[config.mk]
export PLATFORM = sky130hd
export DESIGN_NAME = kpyd_scanner
export DESIGN_NICKNAME = d
export VERILOG_FILES = /design/src/rtl/kpyd_pkg.sv /design/src/rtl/kpyd_debounce.sv /design/src/rtl/kpyd_scanner.sv
export SDC_FILE = /design/constraint.sdc
export NUM_CORES = 1
export LEC_CHECK = 0
export ABC_AREA = 0
export CORE_ASPECT_RATIO = 1.75
export CORE_UTILIZATION = 55
export CTS_BUF_LIST = sky130_fd_sc_hd__clkbuf_4 sky130_fd_sc_hd__clkbuf_8 sky130_fd_sc_hd__clkbuf_16
export CTS_CLUSTER_DIAMETER = 30
export DETAILED_ROUTE_END_ITERATION = 10
export PLACE_DENSITY = 0.84
export RECOVER_POWER = 25
export SLEW_MARGIN = 20
export SYNTH_ARGS = -nofsm -noshare
export SYNTH_HDL_FRONTEND = slang
export SYNTH_SLANG_ARGS = --single-unit
[constraint.sdc]
create_clock -name clk -period 8.4 [get_ports clk]
set_input_delay 1.68 -clock clk [delete_from_list [all_inputs] [get_ports clk]]
set_output_delay 1.68 -clock clk [all_outputs]
set_load 0.05 [all_outputs]
[src/rtl/kpyd_pkg.sv]
// Shared types and helpers for the matrix-keypad scanner.
// Scan-state and result-kind enums plus the legacy 4x4 hex legend.
package kpyd_pkg;

    typedef enum logic [2:0] {
        ST_IDLE,
        ST_DRIVE,
        ST_SETTLE,
        ST_SAMPLE,
        ST_HOLD,
        ST_EVAL
    } scan_state_t;

    typedef enum logic [1:0] {
        RES_NONE,
        RES_SINGLE,
        RES_MULTI
    } result_t;

    // Legacy legend: row0 1 2 3 A, row1 4 5 6 B, row2 7 8 9 C, row3 0 F E D.
    function automatic logic [3:0] kpyd_hex(input logic [3:0] code);
        logic [3:0] h;
        case (code)
            4'd0:    h = 4'h1;
            4'd1:    h = 4'h2;
            4'd2:    h = 4'h3;
            4'd3:    h = 4'hA;
            4'd4:    h = 4'h4;
            4'd5:    h = 4'h5;
            4'd6:    h = 4'h6;
            4'd7:    h = 4'hB;
            4'd8:    h = 4'h7;
            4'd9:    h = 4'h8;
            4'd10:   h = 4'h9;
            4'd11:   h = 4'hC;
            4'd12:   h = 4'h0;
            4'd13:   h = 4'hF;
            4'd14:   h = 4'hE;
            default: h = 4'hD;
        endcase
        return h;
    endfunction

endpackage

[src/rtl/kpyd_debounce.sv]
// Whole-scan debouncer: tracks candidate/match count/stable state and
// emits a combinational press event during the accepting EVAL cycle.
module kpyd_debounce
    import kpyd_pkg::*;
#(
    parameter int KW             = 4,
    parameter int DEBOUNCE_SCANS = 3
) (
    input  logic          clk,
    input  logic          rst,
    input  logic          eval,
    input  result_t       res_kind,
    input  logic [KW-1:0] res_code,
    output logic          evt,
    output logic [KW-1:0] evt_code,
    output logic          held
);

    localparam int CW = $clog2(DEBOUNCE_SCANS + 1);
    localparam logic [CW-1:0] CNT_MAX = CW'(DEBOUNCE_SCANS);

    result_t       cand_kind, stable_kind;
    logic [KW-1:0] cand_code, stable_code;
    logic [CW-1:0] count, nxt_count;
    logic          same, accept;

    always_comb begin
        same      = (res_kind == cand_kind) && (res_code == cand_code);
        nxt_count = CW'(1);
        if (same) begin
            nxt_count = (count == CNT_MAX) ? count : count + CW'(1);
        end
        // Accept on the very EVAL that completes the run so the event is not delayed.
        accept   = eval && (nxt_count == CNT_MAX) &&
                   ((res_kind != stable_kind) || (res_code != stable_code));
        evt      = accept && (res_kind == RES_SINGLE);
        evt_code = res_code;
        held     = (stable_kind == RES_SINGLE);
    end

    always_ff @(posedge clk or posedge rst) begin
        if (rst) begin
            cand_kind   <= RES_NONE;
            cand_code   <= '0;
            count       <= '0;
            stable_kind <= RES_NONE;
            stable_code <= '0;
        end else if (eval) begin
            cand_kind <= res_kind;
            cand_code <= res_code;
            count     <= nxt_count;
            if (accept) begin
                stable_kind <= res_kind;
                stable_code <= res_code;
            end
        end
    end

endmodule

[src/rtl/kpyd_scanner.sv]
// Matrix-keypad scanner: column strobing, row synchronisation, scan
// classification and a one-entry event buffer with sticky overrun.
module kpyd_scanner
    import kpyd_pkg::*;
#(
    parameter int ROWS           = 4,
    parameter int COLS           = 4,
    parameter int COL_CYCLES     = 100000,
    parameter int SETTLE_CYCLES  = 8,
    parameter int DEBOUNCE_SCANS = 3,
    localparam int KW            = $clog2(ROWS * COLS)
) (
    input  logic            clk,
    input  logic            rst,
    input  logic [ROWS-1:0] row_i,
    output logic [COLS-1:0] col_o,
    output logic            key_valid,
    input  logic            key_ready,
    output logic [KW-1:0]   key_code,
    output logic            key_held,
    output logic            overrun
);

    localparam int N    = ROWS * COLS;
    localparam int CTW  = $clog2(COL_CYCLES);
    localparam int COLW = $clog2(COLS);

    scan_state_t      state, nxt_state;
    logic [CTW-1:0]   cnt;
    logic [COLW-1:0]  col;
    logic [N-1:0]     acc;
    logic [ROWS-1:0]  sync1, sync2;
    logic             last_cnt, last_col;
    logic [1:0]       n_low;
    logic [KW-1:0]    low_idx;
    result_t          res_kind;
    logic [KW-1:0]    res_code;
    logic             evt;
    logic [KW-1:0]    evt_code;

    assign last_cnt = (cnt == CTW'(COL_CYCLES - 1));
    assign last_col = (col == COLW'(COLS - 1));

    always_ff @(posedge clk or posedge rst) begin
        if (rst) state <= ST_IDLE;
        else     state <= nxt_state;
    end

    always_comb begin
        nxt_state = state;
        col_o     = '1;
        case (state)
            ST_IDLE:   nxt_state = ST_DRIVE;
            ST_DRIVE:  nxt_state = ST_SETTLE;
            ST_SETTLE: if (cnt == CTW'(SETTLE_CYCLES - 1)) nxt_state = ST_SAMPLE;
            ST_SAMPLE: nxt_state = ST_HOLD;
            ST_HOLD:   if (last_cnt) nxt_state = last_col ? ST_EVAL : ST_DRIVE;
            default:   nxt_state = ST_DRIVE;
        endcase
        if (state != ST_IDLE && state != ST_EVAL) begin
            for (int c = 0; c < COLS; c++) begin
                if (col == COLW'(c)) col_o[c] = 1'b0;
            end
        end
    end

    // Classification: count low bits (saturating at 2) and remember the last one.
    always_comb begin
        n_low   = 2'd0;
        low_idx = '0;
        for (int i = 0; i < N; i++) begin
            if (acc[i]) begin
                if (n_low != 2'd2) n_low = n_low + 2'd1;
                low_idx = KW'(i);
            end
        end
        res_kind = (n_low == 2'd0) ? RES_NONE : (n_low == 2'd1) ? RES_SINGLE : RES_MULTI;
        res_code = (n_low == 2'd1) ? low_idx : '0;
    end

    always_ff @(posedge clk or posedge rst) begin
        if (rst) begin
            sync1 <= '1;
            sync2 <= '1;
            cnt   <= '0;
            col   <= '0;
            acc   <= '0;
        end else begin
            sync1 <= row_i;
            sync2 <= sync1;
            case (state)
                ST_DRIVE, ST_SETTLE: cnt <= cnt + CTW'(1);
                ST_SAMPLE: begin
                    cnt <= cnt + CTW'(1);
                    for (int c = 0; c < COLS; c++) begin
                        if (col == COLW'(c)) begin
                            for (int r = 0; r < ROWS; r++) acc[r*COLS + c] <= ~sync2[r];
                        end
                    end
                end
                ST_HOLD: begin
                    if (last_cnt) begin
                        cnt <= '0;
                        col <= last_col ? '0 : col + COLW'(1);
                    end else begin
                        cnt <= cnt + CTW'(1);
                    end
                end
                ST_EVAL: begin
                    cnt <= '0;
                    acc <= '0;
                end
                default: cnt <= '0;
            endcase
        end
    end

    kpyd_debounce #(
        .KW             (KW),
        .DEBOUNCE_SCANS (DEBOUNCE_SCANS)
    ) u_debounce (
        .clk      (clk),
        .rst      (rst),
        .eval     (state == ST_EVAL),
        .res_kind (res_kind),
        .res_code (res_code),
        .evt      (evt),
        .evt_code (evt_code),
        .held     (key_held)
    );

    // Handshake: an event transfers on a cycle where key_valid && key_ready;
    // key_code only changes when the buffer is empty or being drained.
    always_ff @(posedge clk or posedge rst) begin
        if (rst) begin
            key_valid <= 1'b0;
            key_code  <= '0;
            overrun   <= 1'b0;
        end else if (evt) begin
            if (!key_valid || key_ready) begin
                key_valid <= 1'b1;
                key_code  <= evt_code;
            end else begin
                overrun <= 1'b1;
            end
        end else if (key_valid && key_ready) begin
            key_valid <= 1'b0;
        end
    end

endmodule

# After elaboration in Yosys (flattened, before gate mapping)

Cells that the tools add are included.

Multiplexer cells: 83
Reduce and logical (&&, ||, !) cells: 25
Equality and inequality tests: 42
$add $sub $neg: 18
Bitwise logic cells: 5

Operator list:

| operator                                                                | count |
|---|---|
| 2-bit two-way mux                                                       | 35 |
| 4-bit two-way mux                                                       | 16 |
| 2-bit != test (second input constant)                                   | 21 |
| 2-bit by 1-bit adder with 2-bit output (second input constant)          | 17 |
| 17-bit one-hot mux with 2 select lines                                  | 1 |
| 16-bit one-hot mux with 2 select lines                                  | 1 |
| 1-bit two-way mux                                                       | 25 |
| 2-bit AND reduction                                                     | 10 |
| 17-bit by 1-bit adder with 17-bit output (second input constant)        | 1 |
| 17-bit equality test (second input constant)                            | 1 |
| 17-bit by 3-bit equality test with 1-bit output (second input constant) | 1 |
| 17-bit two-way mux                                                      | 1 |
| 3-bit one-hot mux with 4 select lines                                   | 1 |
| 3-bit two-way mux                                                       | 3 |
| 2-bit by 1-bit equality test with 1-bit output (second input constant)  | 4 |
| 2-bit equality test (second input constant)                             | 4 |
| 3-bit by 2-bit equality test with 1-bit output (second input constant)  | 2 |
| 3-bit equality test (second input constant)                             | 2 |
| 1-bit logical AND                                                       | 6 |
| 1-bit NOT                                                               | 5 |
| 4-bit equality test                                                     | 1 |
| 2-bit zero test                                                         | 2 |
| 4-bit != test                                                           | 1 |
| 2-bit nonzero test                                                      | 2 |
| other kinds (9)                                                         | 10 |

Register bits after elaboration: 66
Input port bits: 7
Word-level logic and storage cells: 190

# Logic depth before layout (Yosys ltp)

Gate-level depths: netlist of the first run.

Depth after elaboration: 58
Mapped depth: 29
Mapped depth without buffers: 28

# By module

A second synthesis of the first run with hierarchy kept.

Cells, all modules: 529
Area total of the unflattened synthesis: 4678.2 um^2

By module, submodules not included:

| module        | instances | area each (um^2) | cells an instance |
|---|---|---|---|
| kpyd_scanner  | 1         | 3932.5           | 470 |
| kpyd_debounce | 1         | 745.7            | 59 |

# Worst setup path before layout of the first run

No wires, ideal clock.

Path kind: flip-flop to flip-flop
Start point: register acc[0]
End point: register key_code[0]
Setup slack: 1381 ps
Required time: 8275 ps
Arrival time: 6895 ps
Stages on the path, launching flop included: 29
Period minus slack after synthesis: 7019 ps
Cell sequence: dfrtp_1 > inv_1 > ha_1 > or4b_4 > o221a_4 > or3_4 > nand3_2 > a311oi_1 > or3_1 > buf_6 > and2_1 > o21ai_1 > a211oi_1 > a211o_1 > a211oi_4 > a221oi_4 > o32a_4 > a21oi_2 > a221oi_1 > a31oi_1 > inv_1 > ha_1 > nor2_1 > and2_1 > a31oi_1 > mux2_4 > nor4_4 > o2111ai_2 > mux2_2

Cells in the longest elaborated chain, start to end: 57

Ends and longest elaborated chain:

| item                                                                    | RTL line            | source |
|---|---|---|
| from (decl)                                                             | kpyd_scanner.sv:31  | `logic [N-1:0] acc;` |
| from (signal assigned)                                                  | kpyd_scanner.sv:87  | `acc <= '0;` |
| from (signal assigned)                                                  | kpyd_scanner.sv:111 | `acc <= '0;` |
| 1-bit two-way mux *                                                     | kpyd_scanner.sv:72  | `if (acc[i]) begin` |
| 2-bit by 1-bit adder with 2-bit output or 2-bit != test (tied branches) | kpyd_scanner.sv:73  | `if (n_low != 2'd2) n_low = n_low + 2'd1;` |
| 2-bit two-way mux                                                       | kpyd_scanner.sv:73  |  |
| 2-bit two-way mux *                                                     | kpyd_scanner.sv:72  |  |
| 2-bit by 1-bit adder with 2-bit output or 2-bit != test (tied branches) | kpyd_scanner.sv:73  |  |
| 2-bit two-way mux                                                       | kpyd_scanner.sv:73  |  |
| 2-bit two-way mux *                                                     | kpyd_scanner.sv:72  |  |
| 2-bit by 1-bit adder with 2-bit output or 2-bit != test (tied branches) | kpyd_scanner.sv:73  |  |
| (+39 left out)                                                          | n/a                 |  |
| 2-bit two-way mux (2 in a row)                                          | kpyd_scanner.sv:77  | `res_kind = (n_low == 2'd0) ? RES_NONE : (n_low == 2'd1) ? RES_SINGLE : RES_MULTI;` |
| 2-bit equality test                                                     | kpyd_debounce.sv:28 | `same = (res_kind == cand_kind) && (res_code == cand_code);` |
| 1-bit logical AND                                                       | kpyd_debounce.sv:28 |  |
| 2-bit two-way mux                                                       | kpyd_debounce.sv:30 | `if (same) begin` |
| 2-bit equality test                                                     | kpyd_debounce.sv:34 | `accept = eval && (nxt_count == CNT_MAX) &&` |
| 1-bit logical AND (2 in a row)                                          | kpyd_debounce.sv:34 |  |
| 1-bit logical AND                                                       | kpyd_debounce.sv:36 | `evt = accept && (res_kind == RES_SINGLE);` |
| 2-bit AND reduction (no source line)                                    | n/a                 |  |
| to (signal assigned)                                                    | kpyd_scanner.sv:142 | `key_code <= evt_code;` |
| to (decl)                                                               | kpyd_scanner.sv:19  | `output logic [KW-1:0] key_code,` |

Mark *: on every way between the ends. The rest lies on a longest branch, timed or not.
A chain may end at the register's enable or synchronous reset.

# Worst setup path in the final report of the first run

Ends and elaborated chain as after synthesis.

==> results.yml, run 1 <==
run_status:
  status: "finished, violations left"
  violations: "DRC"
pwr:
  ir_drop_v: 0.0002640
  p_int_mw: 0.5999
  p_comb_share_pct: 13.8
  p_clk_share_pct: 45.5
  leakage_nw: 2.189
  swShare_pct: 25.45
  pwr_density_cell_mw_per_mm2: 144.5
  netSwitchingPower_mw: 0.2048
  power_frac_seq_pct: 40.7
routing:
  drc_errors: 1
  route.met2.wl_um: 6695
  drtIter0Drc: 311
  wl_met1_um: 4610
  wl_per_cell_um: 16.79
  antenna_left: 0
  vias: 4556
  wl_um: 12180
  met3_length_um: 323
  highest_layer: "met4"
  drtPass1Iterations: 8
  routed_via_density: 6.284
die:
  rows: 46
  dieWidth_um: 74.61
  die_area_mm2: 0.009628
  start_util_pct: 56.15
  die_height_um: 129.1
  ios: 18
  core_area_mm2: 0.009036
timing:
  slew_viol_final: 0
  slew_headroom_pct: 47.11
  min_period_ps: 7852
  fin_skew_ps: 6.863
  rsz0062_at_grt: "no"
  fin_crit_sh_pct: 93.48
  setup_viol: 0
  hold_ws_ps: 354.1
  setup_tns_ps: 0
  worst_pin_slew_ps: 785.1
  fmax_ghz: 0.1274
  fin_ws_ps: 547.9
  hold_violations: 0
global_routing:
  overflow: 0
  antenna_found_initial: 0
  grt_pass1_vias: 4519
  grt_use_total_pct: 27.28
  grt_pass1_wl_um: 20330
  grt_max_degree: 67
worst_setup_path:
  cp_data_arrival_time_ps: 8060
  start_kind: "register"
  crit_path_end_kind: "register"
  cp_slowest_stage_delay_ps: 580
  worst_path_max_delay_cell: "or4b_4"
  required_ps: 8610
  cp_max_fo: 10
  critical_path_class: "reg2reg"
placement:
  place_worst_setup_slack_ps: 386.8
  gp_congestion: 0.9280
  io_buffers: 17
  post-dp-hpwl_um: 8962
  place_inst: 708
clock_tree:
  clock_latency_ps: 330
  cts_buffers: 9
  postCtsHoldBufs: 0
  cts.clk_slew.worst_paths_ps: 50
  clockBufferDepth: 2
  htreeDepth: 3
  cts_root_buffer: "clkbuf_16"
  cts_tree: "done"
  cts_num_sinks: 66
logic_synthesis:
  yosysWarnings: 0
  synth.avg_cell_area_um2: 8.484
  seq_area_frac_synth_pct: 32.75
  synthArstFlopShare_pct: 100.0
  syn_area_mm2: 0.005074
  synth_nets: 615
  synth_edf_count: 0
  ys.flop_type: "dfrtp_1"
  synth.distinct_cells: 89
  syn_inst: 598
  ys_ff_latch: 66
cells_and_area:
  final_cell_mix: "67 x nor2_1, 65 x nand2_1, 58 x dfrtp_1, 42 x o21ai_0, 41 x a21oi_1"
  nFillCells: 760
  diodes: 0
  drive_above_1_share_pct: 12.56
  final_nets: 617
  areaGrowthSynthToFinish_pct: 9.790
  fin_cells: 725
  utilization_pct: 61.65
  final_common_cell: "nor2_1"
flow_run:
  cap_viol_max_count: 0
hold_path:
  holdCritPathClass: "reg2reg"
[cell type report]
class,count,area (µm²),area share [%]
Timing Repair Buffer,19,185.2,3.324
Clock inverter,5,55.05,0.9883
Sequential cell,66,1662,29.83
Inverter,25,93.84,1.685
Tap cell,120,150.1,2.695
Clock buffer,11,240.2,4.313
Multi-Input combinational cell,479,3184,57.17
[logic make-up (layout without fill, tap and decap cells)]
| group | after synthesis | in the layout | share of synthesized area (%) |
|---|---|---|---|
| XOR/XNOR | 33 | 33 | 5.845 |
| flip-flops | 66 | 66 | 32.75 |
| buffers and inverters | 53 | 60 | 5.031 |
| adder cells (fa/ha/maj) | 10 | 10 | 2.466 |
| AO/OA/AOI/OAI | 185 | 185 | 27.89 |
| AND/OR/NAND/NOR | 234 | 234 | 22.39 |
| multiplexers | 17 | 17 | 3.625 |
[worst max-delay path, delay by kind of cell (launching register included)]
kind	cells	cell delay [ps]
DFF	1	410
buffers and inverters	3	350
muxes	1	330
AOI/OAI and AO/OA	16	4180
adders and majority gates	2	650
and+or+nand+nor	6	1800
[registers in the layout (all words and copies together), names as in the netlist]
signal and cells:
u_debounce.stable_code 4, u_debounce.stable_kind 2, state 3, key_valid 1, sync1 4, acc 16
sync2 4, u_debounce.cand_kind 2, overrun 1, key_code 4, col 2, cnt 17
u_debounce.count 2, u_debounce.cand_code 4
[power by group through the flow]
stage,sequential [mW],clock (mW),combinational (mW)
4_1_cts,0.327,0.371,0.107
3_3_place_gp,0.332,0,0.104
6_report,0.328,0.366,0.111
3_5_place_dp,0.333,0,0.107
2_1_floorplan,0.330,0,0.0891
5_1_grt,0.328,0.386,0.121
[stage by stage]
step                      total power [mW]  instance area (µm²)
after floorplan                     0.4187                 5074
after global placement              0.4368                 5240
after detailed placement            0.4395                 5240
after CTS                           0.8054                 5535
after global routing                0.8355                 5570
final                               0.8046                 5570
[cell usage after synthesis (all sizes together) (9+ instances only)]
cell type,number,area share (%)
mux2i,9,1.8
o211ai,11,1.8
nand4,10,1.2
dfrtp,58,29
o21ai,47,4.7
xnor2,22,3.9
nor2,67,5.0
ha,10,2.5
a211oi,10,1.8
nand2,67,5.1
buf,13,2.0
xor2,11,1.9
a21oi,42,4.2
nor3,15,1.5
clkbuf,15,1.2
nand3,24,2.5
inv,22,1.6
[routing by layer]
metal	vias to the layer above	global-route usage (%)
met4	0	15.76
met5	-	0
met2	122	49.50
met1	2191	29.04
li1	2196	-
met3	47	3.888
[path summary, 6_finish.rpt]
check | slack (ps) | startpoint | cells past startpoint | to
worst max-delay path | 550 | acc[0] | 28 | key_code[0]
worst min-delay path | 350 | sync1[0] | 0 | sync2[0]
worst max register to register | 550 | acc[0] | 28 | key_code[0]
worst min register to register | 350 | sync1[0] | 0 | sync2[0]
max in group asynchronous | 5990 | rst | 3 | cnt[14]
min in group asynchronous | 1910 | rst | 3 | u_debounce.cand_kind[0]
[timing repair]
| action | CTS | global route |
|---|---|---|
| hold endpoints to repair | 0 | 0 |
| resized for setup | 0 | 6 |
| endpoints found under the setup margin | 0 | 12 |
| buffers inserted | 0 | 1 |
No activity file was read; power rests on OpenSTA's default activity.
==> inputs of run 2 (changes only) <==
Settings changed: ABC_CLOCK_PERIOD_IN_PS set to 8290, SKIP_CTS_REPAIR_TIMING set to 1.
Clock period 8.4 ns to 8.29 ns, I/O delays scaled along.
==> run 2 against run 1 <==
  * The run ends with capacitance limit, slew limit left
  * Sequential cell count is the same
  * Worst setup slack lost 130 ps
  * Combinational power grew 6%
  * Count of clock-buffer cells in the layout grew 3
  * Sequential power grew 1%
  * Global-route usage grew 0.46 points
  * Clock power grew 7.1%
  * Cell area grew 1.2%
  * Non-clock buffer count grew 2
  * Utilization grew 0.76 points
  * Critical path depth shrank 1
  * Critical path type unchanged
  * Critical endpoint is now key_code[1]
  * Largest cell class unchanged
==> results.yml, run 2 (synthesis gave the netlist of run 1 again) <==
worst_setup_path:
  crit_path_end_kind: "register"
  cp_max_fo: 10
  worst_path_max_delay_cell: "or4b_4"
  critical_path_class: "reg2reg"
  cp_slowest_stage_delay_ps: 580
  reg2reg_depth: 27
  cp_data_arrival_time_ps: 8080
  crit_top_cell: "a21oi_1"
  required_ps: 8500
  start_kind: "register"
clock_tree:
  htreeDepth: 3
  cts_tree: "done"
  cts_num_sinks: 66
  cts_buffers: 9
  cts.clk_slew.worst_paths_ps: 50
  clockBufferDepth: 2
  clock_latency_ps: 330
  cts_root_buffer: "clkbuf_16"
routing:
  wl_um: 12350
  wl_per_cell_um: 16.99
  drtPass1Iterations: 5
  routed_via_density: 6.316
  antenna_left: 0
  drc_errors: 0
  drtIter0Drc: 310
  vias: 4592
cells_and_area:
  final_cell_mix: "66 x nor2_1, 65 x nand2_1, 58 x dfrtp_1, 42 x o21ai_0, 40 x a21oi_1"
  diodes: 0
  final_nets: 619
  largest_register: "cnt"
  drive_above_1_share_pct: 13.67
  areaGrowthSynthToFinish_pct: 11.15
  final_common_cell: "nor2_1"
  reg.largest.list: "cnt: 17 flops, acc: 16 flops"
  utilization_pct: 62.41
  largest_reg_flops: 17
  fin_area_mm2: 0.005639
timing:
  slew_viol_final: 67
  hold_violations: 0
  setup_viol: 0
  hold_ws_ps: 350.4
  fmax_ghz: 0.1271
  fin_skew_ps: 7.642
  min_period_ps: 7869
  worst_pin_slew_ps: 3364
  setup_tns_ps: 0
  rsz0062_at_grt: "no"
  fin_crit_sh_pct: 94.92
  slew_headroom_pct: -124.3
die:
  rows: 46
  core_area_mm2: 0.009036
  ios: 18
  die_area_mm2: 0.009628
  start_util_pct: 56.15
  dieWidth_um: 74.61
  die_height_um: 129.1
hold_path:
  holdCritPathClass: "reg2reg"
  min_path_cells: 0
global_routing:
  grtUsageMet2_pct: 50.45
  top_usage_layer: "met2"
  use_met1_pct: 28.27
  antenna_found_initial: 0
  overflow: 0
  grt_pass1_vias: 4761
  met3_usage_pct: 4.044
  grt_pass1_wl_um: 20780
  grt_use_total_pct: 27.74
  grt_max_degree: 67
placement:
  io_buffers: 17
  gp_congestion: 0.9284
  place_area_mm2: 0.005248
  post-dp-hpwl_um: 8813
run_status:
  violations: "capacitance limit, slew limit"
  status: "finished, violations left"
pwr:
  pwr_density_cell_mw_per_mm2: 149.3
  ir_drop_v: 0.0001869
  leakage_nw: 2.218
flow_run:
  cap_viol_max_count: 1
[run 2: cell types whose count changed in the layout (fill, tap and decap cells not counted), sizes merged]
cell | previous run | this run
buf | 2 | 3
clkinvlp | 2 | 0
inv | 22 | 21
clkdlybuf4s50 | 13 | 12
clkbuf | 11 | 15
dlygate4sd3 | 4 | 5
[run 2: cell type report]
cell class	count	area, µm²
fill	759	3397
timing repair buffer	21	196.4
clock inverter	2	35.03
inverter	25	93.84
tap	120	150.1
clock buffer	14	281.5
multi-input combinational	479	3221
sequential	66	1662
[run 2: metal layers]
layer | routed length [µm] | up-vias
li1 | - | 2200
met3 | 377 | 51
met1 | 4502 | 2200
met5 | 0 | -
met4 | 586 | 0
met2 | 6884 | 141
[run 2: path summary, 6_finish.rpt]
path	endpoint	slack [ps]	from
min in group asynchronous	u_debounce.cand_code[0]	3070	rst
max in group asynchronous	cnt[3]	3330	rst
min	sync2[2]	350	sync1[2]
max	key_code[1]	420	acc[0]
min reg2reg	sync2[2]	350	sync1[2]
max reg2reg	key_code[1]	420	acc[0]
[run 2: where the power goes]
part / leakage [nW] / internal [mW] / switching (mW)
logic: 1.19 / 0.0452 / 0.0726
registers: 0.865 / 0.327 / 0.00481
clock network: 0.160 / 0.263 / 0.129
[run 2: stage by stage]
stage / cells / setup WS, ps / total power [mW]
6_report: 727 / 420.9 / 0.8420
3_5_place_dp: 709 / 351.6 / 0.4468
4_1_cts: 725 / 255.8 / 0.8419
5_1_grt: 727 / 9.756 / 0.8696
3_3_place_gp: 709 / 572.0 / 0.4436
2_1_floorplan: 598 / 1271 / 0.4243
[run 2: worst max-delay path: cells and delay by family, from the launching register on]
family | cells | cell delay (ps)
AO/OA/AOI/OAI | 15 | 3760
XOR/XNOR | 1 | 150
adder cells (fa/ha/maj) | 2 | 660
buffers and inverters | 1 | 90
flip-flops | 1 | 400
multiplexers | 1 | 340
AND/OR/NAND/NOR | 7 | 2310
